### src/rtl/ms_pkg.sv
// ms_pkg: shared constants and types for the minesweeper neighbour-count engine
// and the reveal logic that reuses ms_nbr_cnt.
//   MS_BOARD_W   : board edge length (8)
//   MS_CELLS     : number of cells (64), cell index i = row*8 + col
//   MS_CNT_W     : natural width of a neighbour count (0..8 fits in 4 bits)
//   MS_MINE_CODE : value stored for a mined cell when MS_COUNT_MINE_FLAG_EN is defined
//   ms_state_t   : scan controller states
package ms_pkg;

    localparam int MS_BOARD_W = 8;
    localparam int MS_CELLS = 64;
    localparam int MS_CNT_W = 4;
    localparam logic [3:0] MS_MINE_CODE = 4'hF;

    typedef enum logic [1:0] {
        ST_IDLE = 2'd0,
        ST_SCAN = 2'd1,
        ST_DONE = 2'd2
    } ms_state_t;

endpackage

### src/rtl/ms_nbr_cnt.sv
// ms_nbr_cnt: purely combinational adjacent-mine counter for one cell.
// Ports:
//   mine [63:0] : mine map, bit i = cell i (i = row*8 + col)
//   idx  [5:0]  : cell whose neighbours are counted
//   cnt  [3:0]  : number of mined neighbours (0..8), border cells masked
// Neighbours that would fall off the board are masked by row/col so that the
// flat index arithmetic never wraps from one row end to the next.
module ms_nbr_cnt
    import ms_pkg::*;
(
    input  logic [MS_CELLS-1:0] mine,
    input  logic [5:0]          idx,
    output logic [MS_CNT_W-1:0] cnt
);

    logic [2:0] row;
    logic [2:0] col;
    logic       has_up;
    logic       has_dn;
    logic       has_lf;
    logic       has_rt;
    logic [7:0] nb;

    assign row    = idx[5:3];
    assign col    = idx[2:0];
    assign has_up = (row != 3'd0);
    assign has_dn = (row != 3'd7);
    assign has_lf = (col != 3'd0);
    assign has_rt = (col != 3'd7);

    // Gather the eight neighbour bits, zeroing any that lie off the board.
    always_comb begin
        nb = 8'h00;
        if (has_up && has_lf) nb[0] = mine[idx - 6'd9]; else nb[0] = 1'b0;
        if (has_up)           nb[1] = mine[idx - 6'd8]; else nb[1] = 1'b0;
        if (has_up && has_rt) nb[2] = mine[idx - 6'd7]; else nb[2] = 1'b0;
        if (has_lf)           nb[3] = mine[idx - 6'd1]; else nb[3] = 1'b0;
        if (has_rt)           nb[4] = mine[idx + 6'd1]; else nb[4] = 1'b0;
        if (has_dn && has_lf) nb[5] = mine[idx + 6'd7]; else nb[5] = 1'b0;
        if (has_dn)           nb[6] = mine[idx + 6'd8]; else nb[6] = 1'b0;
        if (has_dn && has_rt) nb[7] = mine[idx + 6'd9]; else nb[7] = 1'b0;
    end

    // Population count of the masked neighbour bits.
    always_comb begin
        cnt = 4'd0;
        for (int i = 0; i < 8; i++) begin
            cnt = cnt + {3'b000, nb[i]};
        end
    end

endmodule

### src/rtl/ms_count.sv
// ms_count: neighbour-count engine. On a rising edge of gen_done it captures
// the mine map and scans the 8x8 board one cell per clock, storing each
// cell's adjacent-mine count in a register file read combinationally.
// Ports:
//   clk        : rising-edge clock
//   reset      : asynchronous active-high reset
//   mine[63:0] : mine map from the generator, sampled only on start
//   gen_done   : generator-complete level, rising edge starts a scan
//   rd_addr    : cell index to read
//   rd_cnt     : stored count for rd_addr (combinational)
//   rd_mine    : captured mine bit for rd_addr (combinational)
//   busy       : scan in progress
//   count_done : a completed map is held
// Build option: MS_COUNT_MINE_FLAG_EN - mined cells store all-ones instead of
// their neighbour count.
module ms_count
    import ms_pkg::*;
#(
    parameter int CNT_W = MS_CNT_W
)
(
    input  logic                clk,
    input  logic                reset,
    input  logic [MS_CELLS-1:0] mine,
    input  logic                gen_done,
    input  logic [5:0]          rd_addr,
    output logic [CNT_W-1:0]    rd_cnt,
    output logic                rd_mine,
    output logic                busy,
    output logic                count_done
);

    ms_state_t           state;
    ms_state_t           state_nxt;
    logic                gen_done_q;
    logic                start;
    logic [MS_CELLS-1:0] mine_q;
    logic [5:0]          idx;
    logic [CNT_W-1:0]    cnt_mem [MS_CELLS];
    logic [MS_CNT_W-1:0] nbr;
    logic [CNT_W-1:0]    wr_val;

    assign start = gen_done & ~gen_done_q;

    ms_nbr_cnt u_nbr (
        .mine (mine_q),
        .idx  (idx),
        .cnt  (nbr)
    );

    // Value written to the register file for the cell under the scan pointer.
    always_comb begin
`ifdef MS_COUNT_MINE_FLAG_EN
        if (mine_q[idx]) begin
            wr_val = {CNT_W{1'b1}};
        end else begin
            wr_val = CNT_W'(nbr);
        end
`else
        wr_val = CNT_W'(nbr);
`endif
    end

    // Next-state logic; a start in any state (re)enters SCAN.
    always_comb begin
        state_nxt = state;
        case (state)
            ST_IDLE: begin
                if (start) state_nxt = ST_SCAN;
                else       state_nxt = ST_IDLE;
            end
            ST_SCAN: begin
                if (start)             state_nxt = ST_SCAN;
                else if (idx == 6'd63) state_nxt = ST_DONE;
                else                   state_nxt = ST_SCAN;
            end
            ST_DONE: begin
                if (start) state_nxt = ST_SCAN;
                else       state_nxt = ST_DONE;
            end
            default: state_nxt = ST_IDLE;
        endcase
    end

    // State register and status outputs, registered from the next state.
    always_ff @(posedge clk or posedge reset) begin
        if (reset) begin
            state      <= ST_IDLE;
            gen_done_q <= 1'b0;
            busy       <= 1'b0;
            count_done <= 1'b0;
        end else begin
            state      <= state_nxt;
            gen_done_q <= gen_done;
            busy       <= (state_nxt == ST_SCAN);
            count_done <= (state_nxt == ST_DONE);
        end
    end

    // Map capture, scan pointer and register-file writes.
    always_ff @(posedge clk or posedge reset) begin
        if (reset) begin
            mine_q <= {MS_CELLS{1'b0}};
            idx    <= 6'd0;
            for (int i = 0; i < MS_CELLS; i++) begin
                cnt_mem[i] <= {CNT_W{1'b0}};
            end
        end else if (start) begin
            // A start mid-scan discards the partial scan and begins again.
            mine_q <= mine;
            idx    <= 6'd0;
        end else if (state == ST_SCAN) begin
            cnt_mem[idx] <= wr_val;
            idx          <= idx + 6'd1;
        end else begin
            idx <= idx;
        end
    end

    assign rd_cnt  = cnt_mem[rd_addr];
    assign rd_mine = mine_q[rd_addr];

endmodule
### config.mk
export PLATFORM = sky130hd
export DESIGN_NAME = ms_count
export DESIGN_NICKNAME = d
export VERILOG_FILES = /design/src/rtl/ms_pkg.sv /design/src/rtl/ms_nbr_cnt.sv /design/src/rtl/ms_count.sv
export SDC_FILE = /design/constraint.sdc
export NUM_CORES = 1
export LEC_CHECK = 0
export CORE_AREA = 2 2 174 176
export CTS_BUF_LIST = sky130_fd_sc_hd__clkbuf_16
export DETAILED_ROUTE_END_ITERATION = 8
export DIE_AREA = 0 0 176 178
export HOLD_SLACK_MARGIN = 0.03
export PLACE_DENSITY = 0.78
export SETUP_SLACK_MARGIN = 0.3
export SLEW_MARGIN = 40
export SYNTH_ARGS = -nofsm -noshare
export SYNTH_HDL_FRONTEND = slang
export SYNTH_SLANG_ARGS = --single-unit
### constraint.sdc
create_clock -name clk -period 14.8 [get_ports clk]
set_input_delay 2.96 -clock clk [delete_from_list [all_inputs] [get_ports clk]]
set_output_delay 2.96 -clock clk [all_outputs]
set_load 0.05 [all_outputs]
### Word level (Yosys, flattened, before mapping)

Cells that the tools add are included.

* $add $sub $neg: 15
* $lt $le $gt $ge: 12
* equality and inequality tests: 7
* multiplexer cells: 39
* bitwise logic cells: 5
* reductions and logical operators: 10

Operators by type and width (number)
* $bwmux 256: 1
* $lt 6x7->1 const B: 9
* $bmux 1 s6: 9
* $add 4x1->4: 6
* $bmux 4 s6: 1
* $demux 4 s6: 1
* $mux 1: 18
* $ge 7x7->1 const B: 2
* $not 6->7: 2
* $add 6x4->6 const B: 2
* $mux 4: 3
* $mux 6: 2
* $sub 6x4->6 const B: 2
* $lt 7x1->1 const B: 1
* $add 6x1->6 const B: 1
* $add 6x3->6 const B: 1
* $eq 6x6->1 const B: 1
* $mux 2: 3
* $ne 3x3->1 const B: 2
* $pmux 2 s3: 1
* $reduce_bool 3->1: 2
* $sub 6x1->6 const B: 1
* $sub 6x3->6 const B: 1
* $logic_and 1x1->1: 5
* 8 further kinds: 11

* bits in registers: 331
* bits of input ports: 73
* output and inout port bits: 7
* word-level logic and storage cells: 158

### Depth between registers and ports, before layout

Gate-level depths: netlist (run 1).

* depth after elaboration: 12
* mapped depth: 25
* depth with buffers taken out: 19

### Cells and area by module

A second synthesis (run 1) with hierarchy kept.

* cell total of the unflattened synthesis: 1276
* area total of the unflattened synthesis: 18113.6 sq um

By module, submodules not included
* ms_count: instances 1, cells each 1048, area an instance 15427.3 sq um, seq. area each 8282.9 sq um
* ms_nbr_cnt: instances 1, cells each 228, area an instance 2686.3 sq um, seq. area each 0.0 sq um

### Worst setup path before layout (run 1)

No wires, ideal clock.

* kind: input-to-output
* from: in rd_addr[0]
* to: out rd_mine
* arrival: 5154 ps
* data required time: 11840 ps
* path slack: 6686 ps
* stages: 6
* path buffers: 2
* cells stage by stage: clkbuf_1 -> buf_1 -> mux4_2 -> mux4_2 -> mux2i_1 -> o21ai_1

* word-level cells in the longest chain between the ends: 2

RTL lines
* start: declaration: RTL line ms_count.sv:26 `input logic [5:0] rd_addr,`
* $bmux 1 s6: RTL line ms_count.sv:121 `assign rd_mine = mine_q[rd_addr];`
* $mux 1 (implied by the code): RTL line ms_count.sv:121
* end: declaration: RTL line ms_count.sv:28 `output logic rd_mine,`

No other way between the ends. The select of a mux whose other input is x is not followed.

### Worst setup path after layout (run 1)

* from: in rd_addr[0]
* to: out rd_cnt[2]

* word-level cells in the longest chain between the ends: 4

RTL lines
* $not 6->7 (implied by the code): RTL line ms_count.sv:120 `assign rd_cnt = cnt_mem[rd_addr];`
* $bmux 4 s6: RTL line ms_count.sv:120
* $mux 4 (implied by the code) (2 in series): RTL line ms_count.sv:120
* end: declaration: RTL line ms_count.sv:27 `output logic [CNT_W-1:0] rd_cnt,`

No other way between the ends. The select of a mux whose other input is x is not followed.

==> results of run 1 <==
## area by class of cell
cell class	count	area, um2	area share, %
multi-input combinational	868	8720	44.4
sequential	331	8290	42.2
timing repair buffer	95	950	4.83
clock buffer	35	876	4.46
tap	390	488	2.48
clock inverter	27	270	1.38
inverter	11	53.8	0.274
## state kept, by name (all words and copies together) (netlist names)
signal,count
mine_q,64
idx,6
cnt_mem,256
gen_done_q,1
state,2
count_done,1
busy,1
## placed cells by master (no fill, tap or decap), types with 6 or more instances in the layout
master           instances
clkdlybuf4s50_1         74
nor2_1                  72
ha_1                    11
a21oi_1                 45
mux4_1                  14
clkbuf_16               35
mux2_2                 167
nand2_1                140
o21ai_1                 58
dfrtp_1                329
nand3_1                 10
nor3_1                   8
xor2_1                   7
mux2_1                  67
a221oi_1                 6
mux4_2                 128
inv_1                   10
o21ai_0                 26
mux2i_1                 40
clkinv_2                 7
clkinv_1                 6
buf_4                    9
buf_6                    7
## worst register-to-register path, stage by stage, from the launching register on
cell,delay [ns]
dfrtp_2,0.35
buf_6,0.48
ha_1,0.38
ha_2,0.55
mux4_1,0.64
mux2i_1,0.32
mux2i_1,0.18
mux2i_1,0.28
o22ai_1,0.13
a2111oi_0,0.48
or2_1,0.19
fa_1,0.41
inv_1,0.10
fa_1,0.44
fa_2,0.43
fa_2,0.36
xnor2_2,0.13
buf_4,0.58
o21ai_0,0.33
## worst min-delay path by stage
stage / from / endpoint
after global placement: cnt_mem[241] / cnt_mem[241]
after global routing: cnt_mem[241] / cnt_mem[241]
after floorplan: cnt_mem[102] / cnt_mem[102]
after CTS: cnt_mem[150] / cnt_mem[150]
after detailed placement: cnt_mem[150] / cnt_mem[150]
final: cnt_mem[241] / cnt_mem[241]
## power by group through the flow
stage | Sequential (mW) | Clock, mW | Combinational (mW)
after global routing | 1.16 | 0.935 | 2.29
after detailed placement | 1.15 | 0 | 2.09
after floorplan | 1.11 | 0 | 1.46
final | 1.14 | 0.884 | 2.10
after CTS | 1.14 | 0.897 | 2.11
after global placement | 1.15 | 0 | 2.05
## per-layer routing
layer	global-route usage (%)	routed length [um]	vias to the layer above	part of all wire, %
met5	0	0	-	0
met1	39.0	17200	6003	40
li1	-	-	4945	-
met4	10.8	1590	0	3.7
met3	5.26	3170	101	7.3
met2	47.7	21400	499	49
## kinds of logic after synthesis
| logic type | share of synthesized area [%] |
|---|---|
| XOR/XNOR | 0.907 |
| buffers and inverters | 2.50 |
| AO/OA/AOI/OAI | 5.14 |
| adder cells (fa/ha/maj) | 1.40 |
| multiplexers | 36.1 |
| AND/OR/NAND/NOR | 6.28 |
| flip-flops | 47.6 |
## stage by stage
step           cells  cell area, um2  hold WS (ns)  setup WS [ns]
3_5_place_dp    1694           18500         0.473           5.06
3_3_place_gp    1693           18400         0.462           5.17
2_1_floorplan   1297           17400         0.445           2.67
5_1_grt         1757           19600         0.510           5.25
6_report        1757           19600         0.486           5.42
4_1_cts         1756           19600         0.486           5.05
==> run_results.csv, run 1 <==
group,metric,value,unit
floorplan,fp.dieW,176,um
cells_and_area,nets,1432,
pwr,irDropWorstVdd,819,uV
floorplan,rows,63,
critical_path,critPathKind,"in2out",
sta,slew_headroom,43.4,%
grt,grt_antenna_before_repair,0,
grt,grt_overflow_total,0,
clocking,cts-root-buf,"clkbuf_16",
sta,maxSlewViolCount,0,
cells_and_area,final_util,66.8,%
critical_path,cp-start-kind,"primary input",
synthesis,syn_avg_cell_area,13.4,um2
synthesis,synth_fp_nets,1387,
sta,skew,0.0103,ns
clocking,cts_sinks,331,
floorplan,die_h,178,um
drt,dr_total_vias,11500,
critical_path,r2r_end,"cnt_mem[70]",
critical_path,critical_path.top_delay_family,"buffers and inverters",
drt,drt-initial-drc-count,1245,
critical_path,path_cells,"buf_6 > buf_4 > buf_12 > mux4_2 > mux4_2 > mux2_2 > nand2_1 > o21ai_1 > clkdlybuf4s50_1",
pwr,p_switching,1.94,mW
clocking,cts_made_buffers,35,
floorplan,die_area,31300,um2
grt,grt_pass1_vias,11900,
critical_path,crit_fanout,41,
drt,totalWireLength,43300,um
critical_path,ff2ff_path_depth,18,
drt,drtPass1Iterations,5,
floorplan,core,29400,um2
synthesis,synthDistinctLibCells,55,
drt,drc,0,
cells_and_area,antennaDiodeCount,0,
worst_hold_path,hold_path_class,"reg2reg",
cells_and_area,fillers,2046,
synthesis,synth_seq_area_share,47.6,%
worst_hold_path,hold_depth,1,
clocking,post_cts_buffers,0,
drt,via_per_inst,6.57,
job,max-cap-violations,0,
sta,fin_crit_sh,63.4,%
sta,report.final.hold_viol_count,0,
placement,portBuffers,79,
floorplan,io_pins,80,
cells_and_area,drive_gt1_share,28.5,%
sta,rsz0062_at_grt,"false",
synthesis,ys.flop_type,"dfrtp_1",
pwr,combPwrFrac,50.9,%
critical_path,cp-end-kind,"output pin",
pwr,p_seq_share,27.7,%
placement,dp_hpwl,28900,um
clocking,clock_path_buffers,3,
synthesis,ys_seq_elements,331,
synthesis,yosys_warnings,0,
sta,setup_violations,0,
critical_path,critPathBufInv,4,
clocking,cts_hold_buf,0,
clocking,clk_latency,0.53,ns
critical_path,critPathArrivalTime,6.42,ns
synthesis,yosysTopAreaCell,"dfrtp_1",
cells_and_area,area_growth,13.0,%
pwr,p_per_area,210,nW/um2
critical_path,cp.depth,9,
pwr,swShare,47.0,%
critical_path,cpMostUsedCell,"mux4_2",
critical_path,reg2reg_setup_slack,7.87,ns
clocking,cts_resized,0,
synthesis,yosys-top-cells-count,"dfrtp_1 (331), mux2_2 (167), nand2_1 (140), mux4_2 (128), nor2_1 (73)",
pwr,power_frac_clock,21.4,%
drt,wl_per_cell,24.6,um
sta,setup-tns-final,0,ns
critical_path,timing.critical_path.to,"rd_cnt[2]",
synthesis,syn_area,17400,um2
critical_path,slowest_delay,0.75,ns
floorplan,initial_utilization,59.1,%
synthesis,syn_inst,1297,
critical_path,cp_data_required_time,11.84,ns
pwr,intPower,2.19,mW
sta,fin_crit,9.38,ns
status,status,"finished, final reports clean",
critical_path,cpMaxStageDelayCell,"clkdlybuf4s50_1",
synthesis,synthArstFlopShare,100,%
clocking,clk_pin_slew,0.06,ns
pwr,power.leakage,8.57,nW
drt,antenna_left,0,
clocking,cts_tree,"done",
grt,grt_start_max_net_pins,130,
grt,grt_use_total,28.9,%
sta,maxClockFrequency,107,MHz
sta,tightest_slew,0.849,ns
synthesis,ys_top_cells_by_area,"dfrtp_1 (48%), mux4_2 (17%), mux2_2 (11%), mux2_1 (4.3%), nand2_1 (3.0%)",
placement,place_congestion,0.908,
synthesis,synth_top_area_share,47.6,%
grt,grt_first_pass_wirelength,69600,um
critical_path,cp-startpoint,"rd_addr[0]",
synthesis,synth-edff-count,0,
synthesis,yosysMostFrequentCell,"dfrtp_1",
pwr,total_power,4.13,mW
clocking,htree_num_levels,2,
critical_path,r2r_start,"idx[0]",
(Power assumes the default switching activity.)
==> inputs of run 2 (changes only) <==
clock period = 8.8 ns   (was 14.8 ns; I/O delays follow)
==> run 2 against run 1 <==
Against the previous run: first-iteration DRC count is 17% lower; clock power is 61% higher; critical endpoint is now cnt_mem[70]; non-clock buffer count is 3 higher; setup slack worse by 3.8 ns; wire length is 0.77% higher; highest routed layer unchanged; sequential share of layout area hardly changed.
==> run_results.csv, run 2 (synthesis gave the netlist of run 1 again) <==
group,metric,value,unit
status,status,"finished, final reports clean",
clocking,cts_resized,0,
grt,grt_first_pass_wirelength,70100,um
sta,worst_slack,1.66,ns
clocking,cts_hold_buf,0,
cells_and_area,area_growth,13.0,%
pwr,irDropWorstVdd,970,uV
sta,fin_crit,7.14,ns
clocking,cts_made_buffers,36,
worst_hold_path,min-delay-start,"cnt_mem[6]",
critical_path,cpMaxStageDelayCell,"ha_1",
pwr,power.leakage,8.57,nW
floorplan,rows,63,
clocking,cts_sinks,331,
grt,grt_start_max_net_pins,107,
drt,via_per_inst,6.53,
critical_path,ff2ff_path_depth,20,
sta,maxClockFrequency,140,MHz
sta,report.final.hold_viol_count,0,
critical_path,crit_fanout,64,
drt,totalWireLength,43600,um
placement,place_congestion,0.887,
cells_and_area,nets,1436,
floorplan,die_area,31300,um2
grt,grt_use_total,29.2,%
floorplan,die_h,178,um
floorplan,core,29400,um2
grt,grt_antenna_before_repair,0,
drt,antenna_left,0,
drt,drc,0,
cells_and_area,fillers,2094,
placement,post-place-ws,1.74,ns
clocking,clk_pin_slew,0.06,ns
cells_and_area,largest_registers,"cnt_mem (256), mine_q (64), idx (6)",
placement,dp_hpwl,28600,um
sta,rsz0062_at_grt,"false",
cells_and_area,antennaDiodeCount,0,
cells_and_area,layout_commonest_cell,"dfrtp_1",
job,max-cap-violations,0,
sta,setup-tns-final,0,ns
worst_hold_path,hold_path_class,"reg2reg",
drt,drtPass1Iterations,7,
critical_path,cp_data_required_time,9.16,ns
pwr,p_per_area,354,nW/um2
cells_and_area,drive_gt1_share,28.2,%
sta,slew_headroom,39.8,%
floorplan,initial_utilization,59.1,%
cells_and_area,final_cell_mix,"dfrtp_1 (329), mux2_2 (167), nand2_1 (140)",
critical_path,critPathKind,"reg2reg",
clocking,post_cts_buffers,0,
floorplan,fp.dieW,176,um
critical_path,path_cells,"inv_2 > ha_2 > ha_1 > mux4_2 > mux2i_1 > mux2_2 > nand2b_1 > o211ai_1 > o21ai_1 > nor3_1 > ha_1 > inv_1 > fa_1 > inv_1 > fa_1 > fa_4 > fa_4 > xnor2_2 > buf_4 > o21ai_0",
sta,setup_violations,0,
worst_hold_path,hold_depth,2,
worst_hold_path,whs_endpoint,"cnt_mem[6]",
critical_path,cp-end-kind,"flop",
sta,tightest_slew,0.903,ns
drt,wl_per_cell,24.8,um
critical_path,r2r_start,"idx[0]",
placement,portBuffers,79,
sta,skew,0.0246,ns
sta,maxSlewViolCount,0,
sta,fin_crit_sh,81.2,%
clocking,clk_latency,0.53,ns
drt,drt-initial-drc-count,1029,
critical_path,reg2reg_setup_slack,1.66,ns
critical_path,critPathArrivalTime,7.50,ns
grt,grt_overflow_total,0,
clocking,htree_num_levels,2,
cells_and_area,top_register,"cnt_mem",
floorplan,io_pins,80,
clocking,clock_path_buffers,3,
critical_path,slowest_delay,0.88,ns
clocking,cts-root-buf,"clkbuf_16",
drt,dr_total_vias,11500,
grt,grt_pass1_vias,12100,
clocking,cts_tree,"done",
cells_and_area,largest_register_ffs,256,
critical_path,r2r_end,"cnt_mem[70]",
critical_path,cp-start-kind,"flop",
[run 2: changes by cell type in the layout (fill, tap and decap cells not counted), sizes merged]
cell / delta
inv: +2
buf: +3
bufinv: -3
clkbuf: +1
clkinv: +1
[run 2: per-layer routing]
layer	track usage (%)	share of wire [%]	vias up
li1	-	-	4956
met1	39.8	40	5949
met2	48.4	49	480
met3	4.97	7.1	119
met4	10.1	3.3	0
met5	0	0	-
[run 2: where the power goes]
part	leakage, nW	total, mW	internal [mW]	switching, mW
sequential	4.40	1.93	1.75	0.183
combinational	3.61	3.60	1.15	2.45
clock	0.566	1.42	0.807	0.614
[run 2: how the worst max path moves through the flow]
stage / from / to / cells after the start
after floorplan: reset / busy / 1
after global placement: idx[0] / cnt_mem[17] / 15
after detailed placement: idx[0] / cnt_mem[70] / 20
after CTS: idx[0] / cnt_mem[70] / 20
after global routing: idx[0] / cnt_mem[38] / 20
final: idx[0] / cnt_mem[70] / 20
[run 2: critical path, delay by kind of cell, from the launching register on]
kind,cells,cell delay [ns]
multiplexers,3,1.03
buffers and inverters,4,0.90
adder cells (fa/ha/maj),7,3.42
flip-flops,1,0.75
XOR/XNOR,1,0.14
AO/OA/AOI/OAI,3,0.47
AND/OR/NAND/NOR,2,0.19
[run 2: area by class of cell]
cell class                      instances  area (um2)  area share, %
Sequential cell                       331        8290           42.2
Inverter                               11        45.0          0.229
Multi-Input combinational cell        868        8730           44.5
Clock inverter                         27         196           1.00
Tap cell                              390         488           2.48
Clock buffer                           36         901           4.59
Timing Repair Buffer                   98         992           5.05
[run 2: per-stage QoR]
step	cells	hold slack, ns	utilization (%)	area (um2)	power (mW)
final	1761	0.475	66.8	19600	6.95
after global routing	1761	0.507	66.8	19600	7.27
after CTS	1759	0.481	66.6	19600	6.90
after detailed placement	1696	0.468	62.9	18500	5.49
after global placement	1695	0.457	62.7	18400	4.89
after floorplan	1297	0.445	-	17400	4.33
